File: src/rtl/mem_arbiter.sv
// mem_arbiter: shares one 128-bit line memory port between I-cache and D-cache.
// Define MEM_ARB_RR_EN for round-robin tie-breaking; otherwise the D-cache wins ties.
module mem_arbiter (
  input  logic         clk,
  input  logic         proc_reset_n,
  input  logic         i_read,
  input  logic         i_write,
  input  logic [27:0]  i_addr,
  input  logic [127:0] i_wdata,
  output logic         i_ready,
  output logic [127:0] i_rdata,
  input  logic         d_read,
  input  logic         d_write,
  input  logic [27:0]  d_addr,
  input  logic [127:0] d_wdata,
  output logic         d_ready,
  output logic [127:0] d_rdata,
  output logic         mem_read,
  output logic         mem_write,
  output logic [27:0]  mem_addr,
  output logic [127:0] mem_wdata,
  input  logic [127:0] mem_rdata,
  input  logic         mem_ready
);
  typedef enum logic [1:0] {IDLE, GNT_I, GNT_D} state_t;
  state_t       state_q, state_d;
  logic         rd_q, rd_d, wr_q, wr_d;
  logic [27:0]  addr_q, addr_d;
  logic [127:0] wdata_q, wdata_d;
  logic         last_q, last_d;
  logic         i_pend, d_pend, pick_d;
  assign i_pend = i_read | i_write;
  assign d_pend = d_read | d_write;
  // last_q = 1 means the D-cache was served most recently
`ifdef MEM_ARB_RR_EN
  assign pick_d = d_pend & (~i_pend | ~last_q);
`else
  assign pick_d = d_pend;
`endif
  always_comb begin
    state_d = state_q;
    rd_d    = rd_q;
    wr_d    = wr_q;
    addr_d  = addr_q;
    wdata_d = wdata_q;
    last_d  = last_q;
    case (state_q)
      IDLE: if (i_pend | d_pend) begin
        state_d = pick_d ? GNT_D : GNT_I;
        addr_d  = pick_d ? d_addr : i_addr;
        wdata_d = pick_d ? d_wdata : i_wdata;
        wr_d    = pick_d ? d_write : i_write;
        rd_d    = pick_d ? d_read & ~d_write : i_read & ~i_write;
      end
      default: if (mem_ready) begin
        state_d = IDLE;
        rd_d    = 1'b0;
        wr_d    = 1'b0;
        last_d  = state_q == GNT_D;
      end
    endcase
  end
  always_ff @(posedge clk or negedge proc_reset_n) begin
    if (!proc_reset_n) begin
      state_q <= IDLE;
      rd_q    <= 1'b0;
      wr_q    <= 1'b0;
      addr_q  <= '0;
      wdata_q <= '0;
      last_q  <= 1'b0;
    end else begin
      state_q <= state_d;
      rd_q    <= rd_d;
      wr_q    <= wr_d;
      addr_q  <= addr_d;
      wdata_q <= wdata_d;
      last_q  <= last_d;
    end
  end
  assign mem_read  = rd_q;
  assign mem_write = wr_q;
  assign mem_addr  = addr_q;
  assign mem_wdata = wdata_q;
  assign i_ready   = mem_ready & (state_q == GNT_I);
  assign d_ready   = mem_ready & (state_q == GNT_D);
  assign i_rdata   = mem_rdata;
  assign d_rdata   = mem_rdata;
endmodule

File: config.mk
export PLATFORM = sky130hd
export DESIGN_NAME = mem_arbiter
export DESIGN_NICKNAME = d
export VERILOG_FILES = /design/src/rtl/mem_arbiter.sv
export SDC_FILE = /design/constraint.sdc
export NUM_CORES = 1
export LEC_CHECK = 0
export CAP_MARGIN = 20
export CORE_AREA = 5 5 328 330
export CTS_CLUSTER_SIZE = 20
export DETAILED_ROUTE_END_ITERATION = 10
export DIE_AREA = 0 0 333 335
export HOLD_SLACK_MARGIN = 0.02
export SLEW_MARGIN = 0
export SYNTH_ARGS = -nofsm -noshare
export SYNTH_HDL_FRONTEND = slang
export SYNTH_SLANG_ARGS = --single-unit
File: constraint.sdc
create_clock -name clk -period 1.7 [get_ports clk]
set_clock_uncertainty 0.05 [all_clocks]
set_input_delay 0.34 -clock clk [delete_from_list [all_inputs] [get_ports clk]]
set_output_delay 0.34 -clock clk [all_outputs]
set_load 0.1 [all_outputs]
Word-level counts from Yosys, hierarchy flattened:

Index checks and enable logic that the tools add are counted.

* logic and storage cells: 34
* register bits: 160
* input bits: 447
* output and inout bits: 416

* mux-type cells: 13
* bitwise gates (word level): 9
* reduce and logical (&&, ||, !) cells: 4
* equality and inequality tests: 3

Operator list (count)
* 128-bit 2-to-1 mux: 1
* 28-bit 2-to-1 mux: 1
* 2-bit 2-to-1 mux: 4
* 1-bit 2-to-1 mux: 7
* 1-bit AND: 4
* 2-bit AND reduction: 2
* 1-bit OR: 3
* 2-bit by 1-bit == test with 1-bit output, second input constant: 1
* 2-bit == test, second input constant: 1
* 2-bit logical NOT: 1
* 2-bit != test, second input constant: 1
* 1-bit NOT: 2
* 2-bit nonzero test: 1

Longest topological paths before layout:

* depth in word-level cells: 5
* mapped depth: 5
* depth with buffers taken out: 3

Worst setup path after synthesis:

No wires, ideal clock.

* path type: reg2out
* start point: register state_q[1]
* end point: output port i_ready
* arrival time: 2.734 ns
* cell stages (with the launch flop): 3
* required time: 1.310 ns
* slack: -1.424 ns
* cell sequence: dfrtp_1 clkbuf_1 nor3b_1

* word-level cells in the longest chain between the ends: 2

Ends and longest elaborated chain
* start: declaration: RTL line 26 `state_t state_q, state_d;`
* start signal: assignment: RTL line 72 `state_q <= state_d;`
* 2-bit by 1-bit == test with 1-bit output: RTL line 84 `assign i_ready = mem_ready & (state_q == GNT_I);`
* 1-bit AND: RTL line 84
* end: declaration: RTL line 10 `output logic i_ready,`

No other way between the ends.

Worst setup path after layout:

* start point: input port d_read
* end point: register wdata_q[5] (netlist: mem_wdata[5])

* word-level cells in the longest chain between the ends: 3
* elaborated cells between the ends (all ways): 4

Ends and longest elaborated chain
* start: declaration: RTL line 12 `input logic d_read,`
* 1-bit OR *: RTL line 33 `assign d_pend = d_read | d_write;`
* 1-bit OR: RTL line 48 `IDLE: if (i_pend | d_pend) begin`
* 2-bit AND reduction (no line)
* end signal: assignment: RTL line 76 `wdata_q <= wdata_d;`
* end: declaration: RTL line 29 `logic [127:0] wdata_q, wdata_d;`

Mark *: on every way between the ends. The rest lies on a longest branch, timed or not.
A chain may end at the register's enable or synchronous reset.

==> flow_summary.toml <==
[power_and_ir_drop]
power_density_nw_per_um2 = 1659
p_leak_nw = 7.102
power.internal_w = 0.01468
sw_frac_of_total_pct = 51.02
seqPwrFrac_pct = 22.0
power_frac_comb_pct = 63.6
ir_drop_mv = 0.9200
power_w = 0.02998
switchingPower_w = 0.01529
clock_power_share_pct = 14.4

[layout]
areaGrowthSynthToFinish_pct = 85.17
fin_nets = 1535
n_fill_cell = 11491
final_cell_area_um2 = 18070
layout-drive-gt1-share_pct = 55.59

[global_routing]
grt_max_degree = 41
grt_overflow_total = 0
track_usage_pct = 10.12
busiest_layer = "met2"
grt_pass1_wl_um = 75290
use_met3_pct = 7.426
use_met2_pct = 16.05
use_met1_pct = 10.58
grt_pass1_vias = 7853
antenna_found_initial = 3

[synthesis]
ys_types = 19
syn_area_um2 = 9761
synth_fp_nets = 1231
ys_ff_latch = 160
synth_area_leaders = "dfrtp_1 41%, mux2_2 36%, buf_4 21%"
ys_seq_area_share_pct = 41.02
avgSynthCellArea_um2 = 12.45
synth_top_cell_area_share_pct = 41.02
yosysWarnings = 0
syn_inst = 784
yosysTopAreaCell = "dfrtp_1"

[worst_setup_path]
crit_fanout = 7
arrival_ps = 2240
path_cells = "clkdlybuf4s50_1 -> nor2_4 -> buf_6 -> a211oi_4 -> buf_12 -> buf_16 -> buf_6 -> buf_16 -> mux2_2"
critPathTopFamily = "buffers and inverters"
crit_cells = 9
reg2reg_slack_ps = -190
cp-start-kind = "input pin"
path_class = "input pin to flop"
max_stage_delay_ps = 530
crit_required_ps = 2020
critPathCaptureType = "flop"
reg2reg_depth = 7
path_buf_inv = 6
cpMaxStageDelayCell = "clkdlybuf4s50_1"

[sta]
fin_crit_sh_pct = 112.8
slew_viol_final = 0
fmax_mhz = 521.3
worst_pin_slew_ps = 518.6
setup_viol = 160
fin_ws_ps = -218.3
rsz0062_at_grt = "true"
hold_viol = 0
relSlewSlack_pct = 65.43
hold-worst-slack_ps = 322.3
tns_ps = -21540
fin_crit_ps = 1918

[clock_tree]
cts.sinks = 160
cts.clk_slew.worst_paths_ps = 100
numCtsBuffers = 17
clock_latency_ps = 480
cts_htree_levels = 4
cts_tree = "done"
clockBufferDepth = 2
cts_root_buf = "clkbuf_16"

[floorplanning]
die_area_um2 = 111600
die_y_um = 335
rows = 119
die_x_um = 333
ios = 863
design.core.area_um2 = 104500
start_util_pct = 9.338

[routing]
first_iter_violations = 180
vias = 7115
routed_via_density = 2.852
antenna_left = 0
wl_per_cell_um = 23.34
dr.pass1.iters = 4
wl_um = 58230
drc = 0

[worst_hold_path]
hold_path.class = "input pin to async pin"

[placed_design]
finalWeightedCongestion = 0.8459
dpl.hpwl_um = 47430
portBuffers = 478
dpl_cell_area_um2 = 16470

[outcome]
status = "finished with violations"
failed_checks = "negative setup slack"

[job]
drv_cap = 0
## area by class of cell
cell class                 instances  area, µm²  area share (%)
inverter                           2      7.507         0.04154
tap                             1391       1740           9.630
clock inverter                    15      187.7           1.038
clock buffer                      17      425.4           2.354
sequential                       160       4010           22.19
multi-input combinational        331       3900           21.58
timing repair buffer             576       7795           43.13
antenna                            3      7.507         0.04154
## worst reg2reg max path: stages (launching register included)
cell and delay [ps]:
dfrtp_1 390, buf_4 140, a211oi_4 270, buf_12 190, buf_16 160, buf_6 160, buf_16 110, mux2_2 320
## stage by stage
stage / cells / utilization [%] / setup slack (ps)
floorplan: 784 / - / -78.85
global placement: 2427 / 15.76 / -671.6
detailed placement: 2427 / 15.76 / -687.8
CTS: 2493 / 17.18 / -252.3
global route: 2492 / 17.28 / -272.5
finish: 2495 / 17.29 / -218.3
## metal layers
layer  share of wire (%)  routed length [µm]
met5                0.30                 176
met4                 1.9                1109
met3                  15                8957
met2                  46               26930
met1                  36               21060
## final timing paths
check,start,end
setup / recovery,d_read,mem_wdata[5]$_DFFE_PN0P_
hold / removal,proc_reset_n,mem_wdata[67]$_DFFE_PN0P_
setup reg to reg,state_q[0]$_DFFE_PN0P_,mem_wdata[5]$_DFFE_PN0P_
hold reg to reg,mem_read$_DFFE_PN0P_,mem_read$_DFFE_PN0P_
max in group asynchronous,proc_reset_n,mem_wdata[51]$_DFFE_PN0P_
min in group clk,d_write,mem_write$_DFFE_PN0P_
## state kept, by name (all words and copies together) (netlist names)
name	flops
state_q	2
mem_addr	28
mem_write	1
mem_read	1
mem_wdata	128
## power by group through the flow
| stage | Combinational, W | Clock (W) | Sequential, W |
|---|---|---|---|
| 3_3_place_gp | 0.0182 | 0 | 0.00667 |
| 4_1_cts | 0.0192 | 0.00461 | 0.00664 |
| 5_1_grt | 0.0196 | 0.00472 | 0.00678 |
| 3_5_place_dp | 0.0182 | 0 | 0.00667 |
| 6_report | 0.0191 | 0.00432 | 0.00661 |
| 2_1_floorplan | 0.00476 | 0 | 0.0144 |
## layout by cell type, fill, tap and decap left out, types with 2 or more instances in the layout
cell type and n:
mux2_4 63, nor2_1 2, buf_4 36, nand2_1 2, nor2_4 2, inv_8 2, buf_16 11, dfrtp_1 155
buf_12 185, nor3_1 2, o21ai_0 2, dfrtp_2 5, clkdlybuf4s50_1 316, clkinv_8 4, buf_6 14, clkbuf_16 17
inv_1 2, clkinv_4 2, mux2_2 249, inv_6 6, diode_2 3, buf_8 11
## logic make-up (layout without fill, tap and decap cells)
logic type / count (synthesis) / in the layout / share of synthesized area (%)
simple gates: 11 / 11 / 0.5385
flops: 160 / 160 / 41.02
mux: 313 / 313 / 36.10
compound gates: 7 / 7 / 0.4999
buf+inv: 293 / 610 / 21.84
other cells: 0 / 3 / 0
## Yosys cell counts
library cell	number
a211oi_2	1
a21oi_1	1
a22o_1	1
buf_1	1
buf_2	21
buf_4	268
clkbuf_1	1
dfrtp_1	160
inv_1	2
mux2_2	312
mux2i_1	1
nand2_1	3
nor2_1	3
nor2_2	1
nor2b_1	1
nor3_1	2
nor3b_1	1
o21a_1	1
o21ai_0	3
## timing repair
action	CTS	global route
cloned	13	0
pin swaps	4	2
hold buffers	1	0
setup endpoints to repair	106	162
hold endpoints to repair	25	0
gates resized for setup	97	53
buffers inserted	21	5
Power figures use the tool's default switching activity.
